==> src/rtl/seg7_pkg.sv <==
// seg7_pkg
// Shared definitions for the 7-segment scan driver: digit count, the
// segment vector type, the all-off pattern and the hex decode table.
// Segment vectors are active-low, ordered gfedcba (bit 0 = segment a).
package seg7_pkg;

  localparam int NUM_DIGITS = 4;

  typedef logic [6:0] seg_t;

  localparam seg_t SEG_BLANK = 7'h7F;

  // Active-low gfedcba patterns for hex 0..F (lowercase b and d shapes).
  localparam seg_t SEG_LUT [16] = '{
    7'h40, 7'h79, 7'h24, 7'h30,
    7'h19, 7'h12, 7'h02, 7'h78,
    7'h00, 7'h10, 7'h08, 7'h03,
    7'h46, 7'h21, 7'h06, 7'h0E
  };

endpackage

==> src/rtl/hex_to_7seg.sv <==
// hex_to_7seg
// Purely combinational hex-nibble to active-low 7-segment decoder.
// Ports:
//   hex_i : 4-bit nibble to display
//   seg_o : active-low segment pattern, gfedcba
module hex_to_7seg
  import seg7_pkg::*;
(
  input  logic [3:0] hex_i,
  output seg_t       seg_o
);

  assign seg_o = SEG_LUT[hex_i];

endmodule

==> src/rtl/seg7_scan_driver.sv <==
// seg7_scan_driver
// Time-multiplexed driver for a 4-digit common-anode 7-segment display.
// Inputs are snapshotted once per frame (at the slot 3 -> slot 0 wrap) so a
// frame never mixes old and new values; each digit slot lasts CLK_DIV clocks.
// Ports:
//   clk      : system clock, rising edge
//   reset    : synchronous active-high reset
//   digit0-3 : nibbles, digit0 rightmost (an[0]), digit3 leftmost (an[3])
//   dp_en    : per-digit decimal point enable
//   blank_lz : enable leading-zero blanking
//   an       : active-low anode selects
//   seg      : active-low segments, seg[0]=a .. seg[6]=g
//   dp_n     : active-low decimal point
module seg7_scan_driver
  import seg7_pkg::*;
#(
  parameter int CLK_DIV = 100000
) (
  input  logic                  clk,
  input  logic                  reset,
  input  logic [3:0]            digit0,
  input  logic [3:0]            digit1,
  input  logic [3:0]            digit2,
  input  logic [3:0]            digit3,
  input  logic [NUM_DIGITS-1:0] dp_en,
  input  logic                  blank_lz,
  output logic [NUM_DIGITS-1:0] an,
  output seg_t                  seg,
  output logic                  dp_n
);

  localparam int PRE_W = $clog2(CLK_DIV);
  localparam logic [PRE_W-1:0] PRE_LAST = PRE_W'(CLK_DIV - 1);

  logic [PRE_W-1:0]           pre_q, pre_d;
  logic [1:0]                 idx_q, idx_d;
  logic [NUM_DIGITS-1:0][3:0] dig_q, dig_d;
  logic [NUM_DIGITS-1:0]      dpen_q, dpen_d;
  logic                       blank_q, blank_d;
  logic [NUM_DIGITS-1:0]      an_q, an_d;
  seg_t                       seg_q, seg_d;
  logic                       dp_n_q, dp_n_d;

  logic tick;
  logic frame_wrap;
  logic slot_blank;
  logic z3, z2, z1;
  seg_t dec_seg;

  hex_to_7seg u_dec (
    .hex_i (dig_q[idx_q]),
    .seg_o (dec_seg)
  );

  assign tick       = (pre_q == PRE_LAST);
  assign frame_wrap = tick && (idx_q == 2'd3);

  // Zero flags of the snapshotted digits, used for leading-zero blanking.
  assign z3 = (dig_q[3] == 4'h0);
  assign z2 = (dig_q[2] == 4'h0);
  assign z1 = (dig_q[1] == 4'h0);

  always_comb begin
    pre_d      = tick ? '0 : pre_q + PRE_W'(1);
    idx_d      = tick ? idx_q + 2'd1 : idx_q;
    dig_d      = dig_q;
    dpen_d     = dpen_q;
    blank_d    = blank_q;
    slot_blank = 1'b0;

    if (frame_wrap) begin
      dig_d   = {digit3, digit2, digit1, digit0};
      dpen_d  = dp_en;
      blank_d = blank_lz;
    end

    // A digit is blanked only when it and every digit to its left are zero;
    // the rightmost digit always shows so a zero value is still visible.
    unique case (idx_q)
      2'd3:    slot_blank = blank_q && z3;
      2'd2:    slot_blank = blank_q && z3 && z2;
      2'd1:    slot_blank = blank_q && z3 && z2 && z1;
      default: slot_blank = 1'b0;
    endcase

    an_d   = slot_blank ? '1        : ~(4'b0001 << idx_q);
    seg_d  = slot_blank ? SEG_BLANK : dec_seg;
    dp_n_d = slot_blank ? 1'b1      : ~dpen_q[idx_q];
  end

  always_ff @(posedge clk) begin
    if (reset) begin
      pre_q   <= '0;
      idx_q   <= '0;
      dig_q   <= '0;
      dpen_q  <= '0;
      blank_q <= 1'b0;
      an_q    <= '1;
      seg_q   <= SEG_BLANK;
      dp_n_q  <= 1'b1;
    end else begin
      pre_q   <= pre_d;
      idx_q   <= idx_d;
      dig_q   <= dig_d;
      dpen_q  <= dpen_d;
      blank_q <= blank_d;
      an_q    <= an_d;
      seg_q   <= seg_d;
      dp_n_q  <= dp_n_d;
    end
  end

  assign an   = an_q;
  assign seg  = seg_q;
  assign dp_n = dp_n_q;

endmodule

==> config.mk <==
export PLATFORM = sky130hd
export DESIGN_NAME = seg7_scan_driver
export DESIGN_NICKNAME = d
export VERILOG_FILES = /design/src/rtl/seg7_pkg.sv /design/src/rtl/hex_to_7seg.sv /design/src/rtl/seg7_scan_driver.sv
export SDC_FILE = /design/constraint.sdc
export NUM_CORES = 1
export LEC_CHECK = 0
export BUFFER_PORTS_ARGS = -buffer_cell sky130_fd_sc_hd__clkbuf_2
export CAP_MARGIN = 20
export CORE_ASPECT_RATIO = 0.7
export CORE_MARGIN = 2
export CORE_UTILIZATION = 50
export DETAILED_ROUTE_END_ITERATION = 10
export GPL_TIMING_DRIVEN = 0
export PLACE_DENSITY = 0.71
export SYNTH_ARGS = -nofsm -noshare
export SYNTH_HDL_FRONTEND = slang
export SYNTH_SLANG_ARGS = --single-unit
==> constraint.sdc <==
create_clock -name clk -period 2.35 [get_ports clk]
set_input_delay 0.1175 -clock clk [delete_from_list [all_inputs] [get_ports clk]]
set_output_delay 0.1175 -clock clk [all_outputs]
set_load 0.03 [all_outputs]
==> metrics list <==
* Outcome: complete, no violations
- All-layer global routing usage: 0.213
- Of the available clock period, the critical path in the final layout requires 0.964.
- GRT Residual Overflow: 0
- Arrival time of the worst setup path: 2460 ps
- Max Buffers Root-to-Sink: 2
* Die W: 88.4 um
* Tightest Pin Transition: 538 ps
* Count of H-tree levels built during CTS: 2
- The later pin in the worst-skew pair is clocked with a latency of 300 ps.
* Initial drt markers: 146
- Clock-pin slew was measured on the worst setup and hold paths at 90 ps.
- Unrepaired setup endpoints after global routing: no
- TritonCTS built the clock tree.
- Non-filler cells, final: 383
- Residual antenna-violating net count after detailed routing: 0
- The congestion estimate from routability-driven global placement came to 0.863.
* Total number of nets in the final design: 348
- Summing all placed instances gives a cell area of 0.00275 mm^2.
- In the final timing run, aggregate negative setup slack is 0 ps.
* Pwr Density: 522 mW/mm^2
- Global-route wire length before repair: 9160 um
* Post-synthesis net count: 308
- The number of setup buffers added after CTS is 0.
- Number of vias per cell after detailed routing: 5.48
- Startpoint type of the worst setup path: register
- Largest area contributor in the synthesized netlist: dfxtp_1
- Core area: 0.00478 mm^2
* Final critical path time including I/O delays and setup: 2270 ps
- Total wire length: 5440 um
- Starting density of the core: 0.521
- Synthesis handed over a netlist of 273 instances.
* Synthesized area per cell: 9.13 um^2
* Category of the critical setup timing path: register to register
* Placed Cells incl. Taps: 375
* Maximum number of pins on one net before global-route repair: 15
- After detailed routing, the average wire length per cell comes to 14.2 um.
- In this run the tool buffered the top-level ports with 33 buffer cells.
- Via count of the first global-routing pass: 1,849
- Layout cell share with drive strength beyond 1: 0.188
* Largest fanout on the critical path: 9
- Max-cap violations in this run came to 0.
- Relative to the synthesized area, the layout overhead comes to 13.8%.
- In this run the static leakage power is 1.07 nW.
* Final-report max-slew violation count: 0
* Hold buffers post-CTS: 0
- Maximum resistive drop on vdd: 0.345 mV
* Number of vias in the routed layout: 2,098
- Top cells by area in the synthesized netlist: dfxtp_1, a21oi_1, ha_1
* Overall die area: 0.00558 mm^2
- Buffer type at the clock tree root: clkbuf_8
- Ys Warns: 0
- The share of synthesized area in the top cell type comes to 0.417.
- Synthesis instantiated 43 different standard cells from the library.
- Final setup fails: 0
- Detailed placement ended at an HPWL of 4070 um.
* Die H: 63.1 um
- The synthesized design contains 52 register bits.
- Share of the core filled with cells: 0.593
- Derived from the worst setup path, the maximum achievable clock frequency is 0.441 GHz.
- Floorplan row count: 21
- The finished cells cover 0.00284 mm^2.
- After detailed routing, the number of remaining DRC violations is 0.
* Proportion of synthesized chip area in sequential cells: 0.417
- Clock Skew: 7.01 ps
- The hold violation count in the final report came to 0.
- Number of antenna violations at the first check in global routing: 0
- Measured against its own limit, the worst slew margin works out to 0.642.
* Clock buffer count from CTS: 5
- Ports placed on the boundary: 35
* Capturing element type of the critical path: register
* Clock net sink count: 52
- Class of the most critical hold timing path: primary input to register
- Antenna diode count: 0
* Post-synth design cell area: 0.00249 mm^2
- First drt pass iteration count: 5
* Req. time, crit path: 2550 ps
placed cells by master (no fill, tap or decap), types with 3 or more instances in the layout:
master | Yosys | final
dfxtp_1 | 52 | 52
clkbuf_2 | 0 | 33
a21oi_1 | 31 | 31
nand3_1 | 28 | 28
o21ai_0 | 24 | 24
nand2_1 | 14 | 14
nor2_1 | 13 | 13
clkbuf_1 | 10 | 12
ha_1 | 12 | 12
xor2_1 | 10 | 10
nand4_1 | 8 | 8
inv_1 | 7 | 6
mux2i_1 | 6 | 6
clkbuf_8 | 0 | 6
buf_2 | 5 | 5
or3_1 | 4 | 4
and3_1 | 3 | 3
o31ai_1 | 3 | 3
nand2b_1 | 3 | 3
nand3b_1 | 3 | 3
metrics by stage:
stage	worst slack, ps	hold WS [ps]	power [mW]
2_1_floorplan	224	269	0.953
3_3_place_gp	60.3	360	0.985
3_5_place_dp	41.4	361	0.986
4_1_cts	27.1	36.3	1.50
5_1_grt	3.57	43.8	1.54
6_report	84.6	44.4	1.48
worst max-delay path: stages (launching register included):
cell and delay [ps]:
dfxtp_1 390, buf_6 170, mux4_1 660, inv_2 160, ha_1 170, inv_1 40
mux4_2 430, nand2b_1 140
path summary, 6_finish.rpt:
| check | from | to | slack, ps | depth (start not counted) |
|---|---|---|---|---|
| worst min register to register | pre_q[0]$_SDFF_PP0_ | pre_q[0]$_SDFF_PP0_ | 440 | 1 |
| worst max-delay path | idx_q[0]$_SDFFE_PP0P_ | seg[3]$_SDFF_PP1_ | 80 | 7 |
| worst min-delay path | dp_en[3] | dpen_q[3]$_SDFFE_PP0P_ | 40 | 3 |
| worst max register to register | idx_q[0]$_SDFFE_PP0P_ | seg[3]$_SDFF_PP1_ | 80 | 7 |
layout make-up:
type,instances,area (um^2)
flip-flops and latches,52,1040
plain buffers,18,88.8
multi-input cells,195,1340
clock buffers,8,90.1
inverters,8,30.0
fillers,456,1940
repair buffers,33,165
well taps,69,86.3
registers in the layout (all words and copies together) (netlist names):
register  cells
an            4
idx_q         2
dig_q        16
pre_q        17
blank_q       1
seg           7
dpen_q        4
dp_n          1
cell families (layout without fill, tap and decap cells):
kind of cell,count (synthesis),after routing,share of synthesized area
AND/OR/NAND/NOR,90,90,0.193
adder cells (fa/ha/maj),12,12,0.0602
flip-flops,52,52,0.417
XOR/XNOR,12,12,0.0421
buffers and inverters,26,67,0.0477
AO/OA/AOI/OAI,66,66,0.145
multiplexers,15,15,0.0943
layer usage:
layer  GRT usage  wire (um)  part of all wire  vias to the layer above
li1            -          -                 -                     1063
met1       0.354       2990              0.55                      965
met2       0.261       2060              0.38                       65
met3      0.0433        327             0.060                        5
met4      0.0739         60             0.011                        0
met5           0          0                 0                        -
report_power, final:
group          internal (mW)  total (mW)  switching [mW]  leakage (nW)
logic                 0.0263      0.0690          0.0428         0.607
clock network          0.241       0.517           0.276        0.0455
registers              0.891       0.896         0.00449         0.422
Yosys cell counts:
cell type  instances
nand3b_1           3
or3_2              1
mux2_2             2
nand2_1           14
nor4b_1            2
o311ai_0           1
mux2i_4            1
buf_4              2
mux2_4             1
inv_1              7
buf_2              5
o211ai_1           2
mux2i_1            6
mux4_2             1
nor2b_1            1
or4_1              2
or3_1              4
o221ai_1           2
mux2i_2            1
nor2_1            13
mux4_1             3
inv_2              1
o21ai_0           24
and2_1             1
clkbuf_1          10
nand2b_1           3
o31ai_1            3
xor2_1            10
nor4_1             3
or2_2              1
a21oi_1           31
a31oi_1            1
xnor2_1            2
buf_6              1
and3_1             3
nand4_1            8
o2bb2ai_1          1
nand3_1           28
and4_1             2
o21a_1             1
ha_1              12
dfxtp_1           52
and4b_1            1
repair_timing:
action | CTS | global route
endpoints found under the hold margin | 0 | 0
setup endpoints to repair | 0 | 5
resized for setup | 0 | 3
No activity file was read; power rests on OpenSTA's default activity.
